$ cat config.mk
export PLATFORM = sky130hd
export DESIGN_NAME = chirp_frame_gen
export DESIGN_NICKNAME = d
export VERILOG_FILES = /design/src/rtl/chirp_frame_gen.sv
export SDC_FILE = /design/constraint.sdc
export NUM_CORES = 1
export LEC_CHECK = 0
export ABC_AREA = 0
export BUFFER_PORTS_ARGS = -buffer_cell sky130_fd_sc_hd__buf_2
export CORE_MARGIN = 2
export CORE_UTILIZATION = 40
export CTS_CLUSTER_SIZE = 40
export DETAILED_ROUTE_END_ITERATION = 6
export MAX_ROUTING_LAYER = met4
export PLACE_DENSITY = 0.62
export RECOVER_POWER = 50
export SETUP_SLACK_MARGIN = 0.3
export SYNTH_ARGS = -nofsm -noshare
export SYNTH_HDL_FRONTEND = slang
export SYNTH_SLANG_ARGS = --single-unit
$ cat constraint.sdc
create_clock -name i_clk -period 10.4 [get_ports i_clk]
set_input_delay 1.04 -clock i_clk [delete_from_list [all_inputs] [get_ports i_clk]]
set_output_delay 1.04 -clock i_clk [all_outputs]
set_load 0.02 [all_outputs]
$ cat src/rtl/chirp_frame_gen.sv
// Chirp frame generator: preamble upchirps, optional sync downchirps, then FIFO-fed payload symbols.
// Optional feature macro: CHIRP_SYNC_DOWNCHIRP_EN (inserts 2 sync downchirps after the preamble).
module chirp_frame_gen #(
    parameter int unsigned PHASE_WIDTH = 32,
    parameter int unsigned SYM_WIDTH   = 12,
    parameter int unsigned ADDR_WIDTH  = 6,
    parameter int unsigned DIV_WIDTH   = 7,
    parameter int unsigned PRE_WIDTH   = 4,
    parameter int unsigned FIFO_DEPTH  = 4
) (
    input  logic                   i_clk,
    input  logic                   i_rst_n,
    input  logic [3:0]             i_cfg_sf,
    input  logic [DIV_WIDTH-1:0]   i_cfg_div,
    input  logic [PHASE_WIDTH-1:0] i_cfg_slope,
    input  logic [PRE_WIDTH-1:0]   i_cfg_pre,
    input  logic                   i_start,
    input  logic                   i_sym_valid,
    input  logic [SYM_WIDTH-1:0]   i_sym_data,
    input  logic                   i_sym_last,
    output logic                   o_sym_ready,
    output logic [ADDR_WIDTH-1:0]  o_addr,
    output logic                   o_sample_valid,
    output logic                   o_busy,
    output logic                   o_done,
    output logic                   o_underrun
);

    localparam int unsigned SF_W  = 4;
    localparam int unsigned PTR_W = $clog2(FIFO_DEPTH);
    localparam int unsigned CNT_W = PTR_W + 1;
    localparam int unsigned LD_W  = $clog2(SYM_WIDTH);
    localparam int unsigned SMP_W = SYM_WIDTH + 1;
    localparam int unsigned ENT_W = SYM_WIDTH + 1;

    typedef enum logic [1:0] {IDLE, LOAD, CHIRP, DONE} state_t;
    typedef enum logic [1:0] {K_PRE, K_SYNC, K_PAY} kind_t;

    state_t state, state_nx;
    kind_t  kind;

    logic [SF_W-1:0]        sf;
    logic [DIV_WIDTH-1:0]   div;
    logic [PHASE_WIDTH-1:0] slope;
    logic [PRE_WIDTH-1:0]   sym_left;
    logic [SYM_WIDTH-1:0]   sym;
    logic                   cur_last;
    logic [LD_W-1:0]        ld_cnt;
    logic [DIV_WIDTH-1:0]   div_cnt;
    logic [SMP_W-1:0]       smp_cnt;
    logic [PHASE_WIDTH-1:0] prod, acc, inc;

    logic [ENT_W-1:0] mem [FIFO_DEPTH];
    logic [PTR_W-1:0] wr_ptr, rd_ptr;
    logic [CNT_W-1:0] count, count_nx_c;

    logic [SF_W-1:0]        sf_clamp_c;
    logic [ENT_W-1:0]       head_c;
    logic [SYM_WIDTH-1:0]   s_cur_c, s_masked_c;
    logic [PHASE_WIDTH-1:0] prod_nx_c, half_c, inc0_c, inc_base_c, inc_step_c;
    logic [SMP_W-1:0]       num_smp_c;
    logic pay_first_c, pop_c, underrun_c, wr_en_c, ld_last_c, div_hit_c, smp_end_c, frame_end_c;
    logic emit_c;
    logic [ADDR_WIDTH-1:0] addr_nx;
    logic valid_nx, busy_nx, done_nx, und_nx;

    // Config clamp and FIFO handshake
    always_comb begin
        if (i_cfg_sf < SF_W'(7))              sf_clamp_c = SF_W'(7);
        else if (i_cfg_sf > SF_W'(SYM_WIDTH)) sf_clamp_c = SF_W'(SYM_WIDTH);
        else                                  sf_clamp_c = i_cfg_sf;
        head_c      = mem[rd_ptr];
        pay_first_c = (state == LOAD) && (ld_cnt == '0) && (kind == K_PAY);
        pop_c       = pay_first_c && (count != '0);
        underrun_c  = pay_first_c && (count == '0);
        wr_en_c     = i_sym_valid && ((count != CNT_W'(FIFO_DEPTH)) || pop_c);
        count_nx_c  = count + CNT_W'(wr_en_c) - CNT_W'(pop_c);
    end

    // Shift-add multiplier, initial increment and per-sample step
    always_comb begin
        s_cur_c     = pay_first_c ? head_c[SYM_WIDTH-1:0] : sym;
        s_masked_c  = s_cur_c & ~({SYM_WIDTH{1'b1}} << sf);
        prod_nx_c   = prod + (s_masked_c[ld_cnt] ? (slope << ld_cnt) : '0);
        half_c      = slope << (sf - SF_W'(1));
`ifdef CHIRP_SYNC_DOWNCHIRP_EN
        inc0_c      = (kind == K_SYNC) ? half_c : prod_nx_c - half_c;
`else
        inc0_c      = prod_nx_c - half_c;
`endif
        inc_base_c  = (state == LOAD) ? inc0_c : inc;
`ifdef CHIRP_SYNC_DOWNCHIRP_EN
        inc_step_c  = (kind == K_SYNC) ? inc_base_c - slope : inc_base_c + slope;
`else
        inc_step_c  = inc_base_c + slope;
`endif
        num_smp_c   = SMP_W'(1) << sf;
        ld_last_c   = (ld_cnt == LD_W'(SYM_WIDTH - 1));
        div_hit_c   = (div_cnt == div);
        smp_end_c   = (smp_cnt == num_smp_c);
        frame_end_c = (kind == K_PAY) && cur_last;
    end

    // State register
    always_ff @(posedge i_clk or negedge i_rst_n) begin
        if (!i_rst_n) state <= IDLE;
        else          state <= state_nx;
    end

    // Next-state logic
    always_comb begin
        state_nx = state;
        case (state)
            IDLE:    if (i_start) state_nx = LOAD;
            LOAD: begin
                if (underrun_c)     state_nx = DONE;
                else if (ld_last_c) state_nx = CHIRP;
            end
            CHIRP:   if (div_hit_c && smp_end_c) state_nx = frame_end_c ? DONE : LOAD;
            DONE:    if (!o_underrun) state_nx = IDLE;
            default: state_nx = IDLE;
        endcase
    end

    // Output logic; an underrun holds DONE one extra cycle so o_done follows o_underrun
    always_comb begin
        emit_c   = 1'b0;
        done_nx  = 1'b0;
        und_nx   = 1'b0;
        busy_nx  = (state_nx != IDLE);
        case (state)
            LOAD: begin
                und_nx = underrun_c;
                emit_c = ld_last_c && !underrun_c;
            end
            CHIRP: begin
                emit_c  = div_hit_c && !smp_end_c;
                done_nx = div_hit_c && smp_end_c && frame_end_c;
            end
            DONE:    done_nx = o_underrun;
            default: ;
        endcase
        valid_nx = emit_c;
        addr_nx  = emit_c ? acc[PHASE_WIDTH-1 -: ADDR_WIDTH] : o_addr;
    end

    always_ff @(posedge i_clk or negedge i_rst_n) begin
        if (!i_rst_n) begin
            o_addr         <= '0;
            o_sample_valid <= 1'b0;
            o_busy         <= 1'b0;
            o_done         <= 1'b0;
            o_underrun     <= 1'b0;
        end else begin
            o_addr         <= addr_nx;
            o_sample_valid <= valid_nx;
            o_busy         <= busy_nx;
            o_done         <= done_nx;
            o_underrun     <= und_nx;
        end
    end

    // Symbol FIFO of {last, data}
    always_ff @(posedge i_clk) begin
        if (wr_en_c) mem[wr_ptr] <= {i_sym_last, i_sym_data};
    end

    always_ff @(posedge i_clk or negedge i_rst_n) begin
        if (!i_rst_n) begin
            wr_ptr      <= '0;
            rd_ptr      <= '0;
            count       <= '0;
            o_sym_ready <= 1'b1;
        end else begin
            if (wr_en_c) wr_ptr <= wr_ptr + PTR_W'(1);
            if (pop_c)   rd_ptr <= rd_ptr + PTR_W'(1);
            count       <= count_nx_c;
            o_sym_ready <= (count_nx_c != CNT_W'(FIFO_DEPTH));
        end
    end

    // Frame datapath: config latch, symbol sequencing, multiplier and phase accumulator
    always_ff @(posedge i_clk or negedge i_rst_n) begin
        if (!i_rst_n) begin
            sf       <= '0;
            div      <= '0;
            slope    <= '0;
            kind     <= K_PRE;
            sym_left <= '0;
            sym      <= '0;
            cur_last <= 1'b0;
            ld_cnt   <= '0;
            div_cnt  <= '0;
            smp_cnt  <= '0;
            prod     <= '0;
            acc      <= '0;
            inc      <= '0;
        end else begin
            case (state)
                IDLE: if (i_start) begin
                    sf       <= sf_clamp_c;
                    div      <= i_cfg_div;
                    slope    <= i_cfg_slope;
                    acc      <= '0;
                    inc      <= '0;
                    prod     <= '0;
                    ld_cnt   <= '0;
                    sym      <= '0;
                    cur_last <= 1'b0;
                    if (i_cfg_pre != '0) begin
                        kind     <= K_PRE;
                        sym_left <= i_cfg_pre;
                    end else begin
`ifdef CHIRP_SYNC_DOWNCHIRP_EN
                        kind     <= K_SYNC;
                        sym_left <= PRE_WIDTH'(2);
`else
                        kind     <= K_PAY;
                        sym_left <= '0;
`endif
                    end
                end
                LOAD: begin
                    prod   <= prod_nx_c;
                    ld_cnt <= ld_cnt + LD_W'(1);
                    if (pop_c) begin
                        sym      <= head_c[SYM_WIDTH-1:0];
                        cur_last <= head_c[SYM_WIDTH];
                    end
                    if (ld_last_c && !underrun_c) begin
                        ld_cnt  <= '0;
                        acc     <= acc + inc0_c;
                        inc     <= inc_step_c;
                        div_cnt <= '0;
                        smp_cnt <= SMP_W'(1);
                    end
                end
                CHIRP: begin
                    if (div_hit_c) begin
                        div_cnt <= '0;
                        if (smp_end_c) begin
                            prod   <= '0;
                            ld_cnt <= '0;
                            if (sym_left > PRE_WIDTH'(1)) begin
                                sym_left <= sym_left - PRE_WIDTH'(1);
                            end else if (kind == K_PRE) begin
`ifdef CHIRP_SYNC_DOWNCHIRP_EN
                                kind     <= K_SYNC;
                                sym_left <= PRE_WIDTH'(2);
`else
                                kind     <= K_PAY;
`endif
                            end else begin
                                kind <= K_PAY;
                            end
                        end else begin
                            acc     <= acc + inc;
                            inc     <= inc_step_c;
                            smp_cnt <= smp_cnt + SMP_W'(1);
                        end
                    end else begin
                        div_cnt <= div_cnt + DIV_WIDTH'(1);
                    end
                end
                default: ;
            endcase
        end
    end

endmodule

==> impl_metrics.py, run 1 <==
metrics = {
    "run_status": {
        "outcome": "finished, violations left",
        "failing_checks": "max-capacitance violations, max-slew violations",
    },
    "clock_network": {
        "worstSkewPairLatency_ns": 0.57,
        "cts_max_level": 2,
        "clock_tree_from_tritoncts": "done",
        "cts_hold_buffers": 0,
        "clkTransAtPathRegs_ns": 0.06,
        "clockBufferDepth": 3,
        "clock-root-buffer": "sky130_fd_sc_hd__clkbuf_16",
        "cts_buffers": 34,
        "cts.sinks": 253,
    },
    "global_route": {
        "first_pass_grt_wire_length_mm": 90.5,
        "first_global_vias": 16400,
        "grt_start_max_net_pins": 83,
        "grt_antenna_before_repair": 1,
        "grt_util_met2": 0.369,
        "grt-busiest-layer": "met2",
        "grt.met1_usage": 0.284,
        "grt_overflow": 0,
        "gr-usage-met3": 0.0261,
        "track_usage": 0.222,
    },
    "floorplanning": {
        "design.die.area_mm2": 0.0522,
        "die_width_um": 228,
        "fp.dieH_um": 228,
        "rows": 82,
        "start_util": 0.403,
        "io-pin-count": 75,
        "floorplan.core_area_mm2": 0.0500,
    },
    "logic_synthesis": {
        "synthAdderAreaFrac": 0.0950,
        "yosys.area.top_type": "sky130_fd_sc_hd__dfrtp_1",
        "muxShareOfSynthArea": 0.120,
        "share_of_synthesized_area_occupied_by_flip_flops_and_latches": 0.327,
        "synthesis.yosys.warnings": 0,
        "synth-async-reset-ratio": 0.794,
        "synthXorXnorAreaFrac": 0.0598,
        "synth_simple_gate_area_share": 0.160,
        "synth_top_flop_cell": "sky130_fd_sc_hd__dfrtp_1",
        "postSynthNetCount": 2448,
        "post_synthesis_instance_total": 2234,
        "synth.cell_area_mm2": 0.0201,
        "ys_seq_elements": 253,
        "netlist_top_cells_area": "sky130_fd_sc_hd__dfrtp_1 (25%), sky130_fd_sc_hd__ha_1 (9.0%), sky130_fd_sc_hd__edfxtp_1 (7.8%), sky130_fd_sc_hd__nand2_1 (5.9%), sky130_fd_sc_hd__mux2_2 (5.0%)",
        "syn_area_per_cell_um2": 9.02,
        "synth_top_family_by_area": "compound AO/OA/AOI/OAI gates",
        "synthDominantCellAreaShare": 0.248,
        "unique_masters_post_synth": 82,
        "synth_edf_count": 52,
        "synth_compound_area_frac": 0.202,
    },
    "sta": {
        "tightest_slew_ns": 4.64,
        "final-hold-violation-count": 0,
        "grt_setup_unrepaired": "no",
        "setup_total_negative_slack_ns": 0,
        "timing.fmax_mhz": 107,
        "layout_min_cycle_time_ns": 9.35,
        "max-slew-margin-rel": -2.10,
        "tcrit_tclk_final": 0.899,
        "finalClockSkew_ns": 0.0335,
        "number_of_setup_violations_in_the_final_report": 0,
        "report.final.slew_viol_count": 239,
    },
    "routing": {
        "final_antenna_net_count": 0,
        "route.detailed.vias_per_inst": 5.75,
        "detail_route.first_pass.iterations": 6,
        "via_count": 17000,
        "drt_wl_total_mm": 56.6,
        "wire_per_inst_um": 19.1,
        "drtIter0Drc": 1366,
        "detail_route.drc_violations": 0,
    },
    "worst_setup_path": {
        "rr_endpoint": "acc[31]",
        "type_of_origin_of_the_critical_path": "flop",
        "crit_path_end_kind": "flop",
        "timing.critical_path.required_ns": 10.85,
        "r2r_slack_ns": 1.05,
        "crit_path_top_delay_cell": "sky130_fd_sc_hd__fa_1",
        "cp_slowest_stage_delay_ns": 0.43,
        "rr_startpoint": "state[1]",
        "path_max_fanout": 9,
        "timing.critical_path.arrival_ns": 9.79,
        "setup.worst_path.class": "reg2reg",
        "r2r_cells": 42,
    },
    "min_path": {
        "hp-class": "reg2reg",
        "whs_endpoint": "sym[11]",
        "min_delay_src": "sym[11]",
        "min_path_cells": 2,
    },
    "place": {
        "portBuffers": 74,
        "gp_congestion": 0.916,
        "dp_hpwl_mm": 42.0,
    },
    "cells_and_area": {
        "layout.cells.most_common": "sky130_fd_sc_hd__nand2_1",
        "num-nets-final": 2481,
        "drive_above_1_share": 0.130,
        "synthToLayoutAreaGrowth_pct": 10.6,
        "insertedDiodeCount": 0,
        "filler_cell_count": 4831,
        "final_cell_mix": "sky130_fd_sc_hd__nand2_1 (316), sky130_fd_sc_hd__dfrtp_1 (197), sky130_fd_sc_hd__o21ai_0 (179)",
    },
    "run": {
        "maxCapViolations": 5,
    },
}
[repair_timing]
| action | 4_1_cts | 5_1_grt |
|---|---|---|
| setup endpoints to repair | 0 | 2 |
| endpoints found under the hold margin | 0 | 0 |
| buffers inserted | 0 | 0 |
| resized for setup | 0 | 11 |
[worst max-delay path by stage]
stage | from | end | slack, ns | cells past startpoint
floorplan | sf[0] | acc[31] | 1.44 | 50
global placement | rd_ptr[0] | acc[31] | 0.95 | 44
detailed placement | rd_ptr[0] | acc[31] | 0.79 | 40
CTS | rd_ptr[0] | acc[31] | 0.75 | 40
global route | state[1] | acc[31] | 0.26 | 46
finish | state[1] | acc[31] | 1.05 | 42
[worst max-delay path, delay by kind of cell, from the launching register on]
family / cells / cell delay [ns]
AOI/OAI and AO/OA: 18 / 4.03
and+or+nand+nor: 15 / 2.42
adders and majority gates: 5 / 1.69
xor gates and xnor gates: 2 / 0.43
DFF: 1 / 0.41
muxes: 1 / 0.13
buffers and inverters: 1 / 0.12
[cell families (layout without fill, tap and decap cells)]
family,after synthesis,after routing
simple gates,697,697
compound gates,636,636
flops,253,253
mux,182,182
buf+inv,181,238
fa+ha+maj,150,150
xor+xnor,135,135
[sequential cells by signal (all words and copies together), names as in the netlist, 6 cells and up]
| signal | cells |
|---|---|
| acc | 32 |
| div | 7 |
| div_cnt | 7 |
| inc | 32 |
| mem | 52 |
| o_addr | 6 |
| prod | 32 |
| slope | 32 |
| smp_cnt | 13 |
| sym | 12 |
[area by class of cell]
cell class                      instances  area [um2]  area share
Tap cell                              672         841      0.0378
Multi-Input combinational cell       1800       12900       0.580
Clock buffer                           41         917      0.0412
Inverter                               72         270      0.0121
Clock inverter                         19         170     0.00764
Timing Repair Buffer                  106         562      0.0252
Sequential cell                       253        6600       0.296
[metal layers]
layer,vias to the layer above,wire length [um]
met5,-,0
met4,0,1760
met3,92,2800
met2,509,27300
met1,8218,24800
li1,8227,-
[Yosys cell counts, drive strengths merged, types with 61 or more instances]
| cell | count |
|---|---|
| o21ai | 180 |
| clkbuf | 81 |
| xnor2 | 74 |
| ha | 145 |
| dfrtp | 200 |
| nor2 | 119 |
| nand2 | 318 |
| mux2 | 91 |
| a21oi | 147 |
| inv | 71 |
| a21o | 69 |
| nand3 | 61 |
[metrics by stage]
step,worst slack [ns],hold WS [ns],utilization,cell area [um2],std cells
after detailed placement,0.786,0.457,0.424,21200,2903
after global placement,0.945,0.450,0.424,21200,2903
after global routing,0.262,0.508,0.446,22300,2963
final,1.05,0.469,0.446,22300,2963
after floorplan,1.44,0.432,-,20100,2234
after CTS,0.748,0.465,0.446,22300,2963
Power of run 1 is left out: the tool's default activity adds up to more than one toggle a clock period on the data nets, which glitch-free logic cannot reach.
==> run 2: changes to the inputs <==
Settings changed: MAX_ROUTING_LAYER met4 to unset.
==> run 2 against run 1 <==
  * The flow still finishes with violations (max-capacitance violations, max-slew violations)
  * Register-to-register slack worse by 0.08 ns
  * Critical path depth up 4
  * First-iteration DRC count down 11%
  * Critical endpoint unchanged
  * Worst setup slack worse by 0.078 ns
  * Via count down 0.12%
==> impl_metrics.py, run 2 (synthesis gave the netlist of run 1 again) <==
metrics = {
    "run_status": {
        "outcome": "finished, violations left",
        "failing_checks": "max-capacitance violations, max-slew violations",
    },
    "sta": {
        "final.hold.worst_slack_ns": 0.470,
        "number_of_setup_violations_in_the_final_report": 0,
        "post-route-worst-setup-slack_ns": 0.975,
        "finalClockSkew_ns": 0.0504,
        "timing.fmax_mhz": 106,
        "tightest_slew_ns": 5.53,
        "report.final.slew_viol_count": 206,
        "setup_total_negative_slack_ns": 0,
        "layout_min_cycle_time_ns": 9.43,
        "grt_setup_unrepaired": "no",
        "tcrit_tclk_final": 0.906,
        "max-slew-margin-rel": -2.68,
        "final-hold-violation-count": 0,
    },
    "floorplanning": {
        "start_util": 0.403,
        "die_width_um": 228,
        "fp.dieH_um": 228,
        "design.die.area_mm2": 0.0522,
        "floorplan.core_area_mm2": 0.0500,
        "io-pin-count": 75,
        "rows": 82,
    },
    "routing": {
        "detail_route.drc_violations": 0,
        "drtIter0Drc": 1215,
        "final_antenna_net_count": 0,
        "via_count": 17000,
        "detail_route.first_pass.iterations": 5,
        "route.detailed.vias_per_inst": 5.75,
        "wire_per_inst_um": 19.0,
        "drt_wl_total_mm": 56.4,
    },
    "clock_network": {
        "clockBufferDepth": 3,
        "cts_max_level": 1,
        "clock-root-buffer": "sky130_fd_sc_hd__clkbuf_16",
        "clkTransAtPathRegs_ns": 0.06,
        "cts.sinks": 253,
        "cts_buffers": 30,
        "clock_tree_from_tritoncts": "done",
        "worstSkewPairLatency_ns": 0.62,
    },
    "min_path": {
        "hp-class": "reg2reg",
        "whs_endpoint": "sym[3]",
        "min_path_cells": 2,
        "min_delay_src": "sym[3]",
    },
    "worst_setup_path": {
        "setup.worst_path.class": "reg2reg",
        "timing.critical_path.arrival_ns": 9.92,
        "rr_endpoint": "acc[31]",
        "crit_path_top_delay_cell": "sky130_fd_sc_hd__fa_1",
        "critPathTopFamily": "compound AO/OA/AOI/OAI gates",
        "r2r_slack_ns": 0.97,
        "path_max_fanout": 5,
        "cp_num_buf_inv": 2,
        "crit_path_end_kind": "flop",
        "type_of_origin_of_the_critical_path": "flop",
        "timing.critical_path.required_ns": 10.90,
        "r2r_cells": 46,
        "crit_path_frequent_cell": "sky130_fd_sc_hd__a21oi_1",
        "rr_startpoint": "state[1]",
        "cp_slowest_stage_delay_ns": 0.44,
    },
    "place": {
        "dp_hpwl_mm": 41.8,
        "place_area_mm2": 0.0212,
        "gp_congestion": 0.916,
        "portBuffers": 74,
        "pre_cts_slack_ns": 0.769,
    },
    "cells_and_area": {
        "insertedDiodeCount": 0,
        "top_register_by_number_of_flip_flops": "mem",
        "final_cell_area_mm2": 0.0223,
        "final_cell_mix": "sky130_fd_sc_hd__nand2_1 (317), sky130_fd_sc_hd__dfrtp_1 (196), sky130_fd_sc_hd__o21ai_0 (179)",
        "largest_register_ffs": 52,
        "drive_above_1_share": 0.135,
        "layout.cells.most_common": "sky130_fd_sc_hd__nand2_1",
        "synthToLayoutAreaGrowth_pct": 10.5,
        "num-nets-final": 2478,
        "filler_cell_count": 4871,
    },
    "global_route": {
        "first_pass_grt_wire_length_mm": 90.5,
        "grt_overflow": 0,
        "grt_start_max_net_pins": 100,
        "grt_antenna_before_repair": 0,
        "first_global_vias": 16700,
        "track_usage": 0.214,
    },
    "run": {
        "maxCapViolations": 3,
    },
}
run 2: changes by cell type in the layout (fill, tap and decap cells not counted), sizes merged:
cell	change
clkbuf	-19
inv	+1
buf	+15
clkinv	-3
clkinvlp	+1
bufinv	+2
run 2: worst register-to-register path, delay by kind of cell (launching register included):
family          cells  cell delay [ns]
xor+xnor            2             0.33
buf+inv             2             0.19
mux                 2             0.41
flops               1             0.42
fa+ha+maj           5             1.65
simple gates       12             1.61
compound gates     23             4.71
run 2: metal layers:
metal / part of all wire / GRT usage / routed length, um / up-vias
met5: 0 / 0 / 0 / -
met4: 0.041 / 0.0819 / 2340 / 0
met3: 0.052 / 0.0289 / 2950 / 128
met2: 0.47 / 0.357 / 26400 / 491
met1: 0.44 / 0.282 / 24700 / 8179
li1: - / - / - / 8228
run 2: layout make-up:
type	instances	area [um2]	area share
inverters	72	270	0.0121
flip-flops and latches	253	6600	0.296
repair buffers	107	593	0.0266
clock inverters	20	226	0.0102
multi-input cells	1800	12900	0.579
well taps	672	841	0.0378
clock buffers	36	833	0.0374
run 2: worst max path at each step:
stage / from / slack [ns] / depth (start not counted) / to
6_report: state[1] / 0.97 / 46 / acc[31]
5_1_grt: state[1] / 0.26 / 47 / acc[31]
4_1_cts: rd_ptr[0] / 0.71 / 44 / acc[31]
3_5_place_dp: rd_ptr[0] / 0.77 / 44 / acc[31]
3_3_place_gp: rd_ptr[0] / 0.96 / 44 / acc[31]
2_1_floorplan: sf[0] / 1.44 / 50 / acc[31]
run 2: repair_timing:
action / CTS / global route
endpoints found under the setup margin: 0 / 1
resized for setup: 0 / 9
hold buffers: 0 / 0
setup buffers: 0 / 2
run 2: through the flow:
step                      utilization  cells
final                           0.446   2960
after global routing            0.446   2960
after CTS                       0.445   2958
after detailed placement        0.424   2902
after global placement          0.424   2902
after floorplan                     -   2234
Power of run 2 is left out for the same reason.
==> run 3: changes to the inputs <==
Settings changed: BUFFER_PORTS_ARGS -buffer_cell sky130_fd_sc_hd__buf_2 to unset, DONT_BUFFER_PORTS set to 1, PLACE_DENSITY 0.62 to 0.6, TNS_END_PERCENT set to 1.
==> run 3 against run 2 <==
  * The flow now finishes without violations
  * Global-route usage shrank 0.50 points
  * Non-clock buffer count shrank 80
  * Wire length shrank 1.9%
  * Critical path type unchanged
  * Sequential share of layout area grew 0.55 points
  * Register-to-register slack gained 0.05 ns
  * Critical path depth shrank 3
  * Clock skew shrank 0.013 ns
  * Flip-flop and latch count is the same
  * Via count shrank 2.5%
  * Largest cell class unchanged
  * Worst setup slack gained 0.046 ns
==> impl_metrics.py, run 3 (synthesis gave the netlist of run 1 again) <==
metrics = {
    "sta": {
        "tightest_slew_ns": 1.27,
        "final-hold-violation-count": 0,
        "number_of_setup_violations_in_the_final_report": 0,
        "grt_setup_unrepaired": "no",
        "setup_total_negative_slack_ns": 0,
        "timing.fmax_mhz": 107,
        "max-slew-margin-rel": 0.153,
        "tcrit_tclk_final": 0.902,
        "layout_min_cycle_time_ns": 9.38,
        "finalClockSkew_ns": 0.0379,
        "report.final.slew_viol_count": 0,
    },
    "routing": {
        "drt_wl_total_mm": 55.3,
        "wire_per_inst_um": 19.2,
        "drtIter0Drc": 1288,
        "detail_route.first_pass.iterations": 5,
        "final_antenna_net_count": 0,
        "via_count": 16600,
        "detail_route.drc_violations": 0,
        "route.detailed.vias_per_inst": 5.77,
    },
    "min_path": {
        "hp-class": "in2async",
    },
    "worst_setup_path": {
        "crit_path_end_kind": "flop",
        "setup.worst_path.class": "reg2reg",
        "crit_path_top_delay_cell": "sky130_fd_sc_hd__a21oi_1",
        "r2r_slack_ns": 1.02,
        "critPathTopFamily": "compound AO/OA/AOI/OAI gates",
        "rr_startpoint": "state[1]",
        "timing.critical_path.arrival_ns": 9.87,
        "type_of_origin_of_the_critical_path": "flop",
        "r2r_cells": 43,
        "cp_num_buf_inv": 2,
        "cp_slowest_stage_delay_ns": 0.45,
        "rr_endpoint": "acc[31]",
        "timing.critical_path.required_ns": 10.89,
        "path_max_fanout": 8,
    },
    "run_status": {
        "outcome": "finished, final reports clean",
    },
    "cells_and_area": {
        "final_cell_mix": "sky130_fd_sc_hd__nand2_1 (317), sky130_fd_sc_hd__dfrtp_1 (196), sky130_fd_sc_hd__o21ai_0 (179)",
        "insertedDiodeCount": 0,
        "filler_cell_count": 4893,
        "top_register_by_number_of_flip_flops": "mem",
        "synthToLayoutAreaGrowth_pct": 8.53,
        "largest_register_ffs": 52,
        "layout.cells.most_common": "sky130_fd_sc_hd__nand2_1",
        "drive_above_1_share": 0.111,
        "num-nets-final": 2398,
    },
    "global_route": {
        "grt_antenna_before_repair": 2,
        "grt_overflow": 0,
        "track_usage": 0.209,
        "first_global_vias": 16300,
        "grt_start_max_net_pins": 202,
        "first_pass_grt_wire_length_mm": 88.3,
    },
    "clock_network": {
        "clockBufferDepth": 3,
        "cts_buffers": 30,
        "worstSkewPairLatency_ns": 0.61,
        "cts_max_level": 1,
        "cts.sinks": 253,
        "cts_hold_buffers": 0,
        "clkTransAtPathRegs_ns": 0.06,
        "clock-root-buffer": "sky130_fd_sc_hd__clkbuf_16",
        "clock_tree_from_tritoncts": "done",
    },
    "floorplanning": {
        "start_util": 0.403,
        "floorplan.core_area_mm2": 0.0500,
        "design.die.area_mm2": 0.0522,
        "io-pin-count": 75,
        "rows": 82,
        "die_width_um": 228,
        "fp.dieH_um": 228,
    },
    "place": {
        "gp_congestion": 0.889,
        "dp_hpwl_mm": 40.6,
        "portBuffers": 0,
    },
    "run": {
        "maxCapViolations": 0,
    },
}
==> run 3: changes by cell type in the layout (fill, tap and decap cells not counted), moves of 2 or more <==
| cell | change |
|---|---|
| sky130_fd_sc_hd__buf_2 | -60 |
| sky130_fd_sc_hd__buf_4 | -4 |
| sky130_fd_sc_hd__clkbuf_1 | -11 |
| sky130_fd_sc_hd__clkbuf_8 | -2 |
| sky130_fd_sc_hd__clkinv_1 | -4 |
| sky130_fd_sc_hd__clkinv_2 | +4 |
| sky130_fd_sc_hd__clkinv_4 | -2 |
| sky130_fd_sc_hd__inv_6 | -2 |
==> run 3: worst max path at each step <==
stage	from	end	slack, ns	cells after the start
after floorplan	sf[0]	acc[31]	1.44	50
after global placement	rd_ptr[0]	acc[31]	0.93	44
after detailed placement	rd_ptr[0]	acc[31]	0.74	40
after CTS	rd_ptr[0]	acc[31]	0.71	40
after global routing	state[1]	acc[31]	0.27	46
final	state[1]	acc[31]	1.02	43
==> run 3: what timing repair did <==
action,4_1_cts,5_1_grt
resized for setup,0,10
setup endpoints to repair,0,1
setup buffers,0,0
==> run 3: metrics by stage <==
step / area [um2] / hold slack (ns) / util / std cells / worst slack, ns
3_5_place_dp: 20800 / 0.454 / 0.416 / 2824 / 0.739
5_1_grt: 21900 / 0.101 / 0.438 / 2880 / 0.265
4_1_cts: 21800 / 0.0955 / 0.437 / 2880 / 0.708
6_report: 21900 / 0.127 / 0.438 / 2880 / 1.02
2_1_floorplan: 20100 / 0.432 / - / 2234 / 1.44
3_3_place_gp: 20800 / 0.450 / 0.416 / 2824 / 0.932
==> run 3: cell type report <==
| class | instances | area [um2] | share of cell area |
|---|---|---|---|
| Clock inverter | 17 | 226 | 0.0104 |
| Clock buffer | 39 | 825 | 0.0377 |
| Multi-Input combinational cell | 1800 | 12900 | 0.590 |
| Sequential cell | 253 | 6600 | 0.302 |
| Tap cell | 672 | 841 | 0.0385 |
| Inverter | 72 | 270 | 0.0124 |
| Timing Repair Buffer | 27 | 203 | 0.00927 |
==> run 3: per-layer routing <==
metal  part of all wire  vias to the layer above  wire length, um  GRT usage
met4              0.041                        0             2290     0.0839
met5                  0                        -                0          0
li1                   -                     8063                -          -
met3              0.056                      123             3100     0.0348
met2               0.46                      460            25600      0.345
met1               0.44                     7960            24300      0.272
Power of run 3 is left out for the same reason.
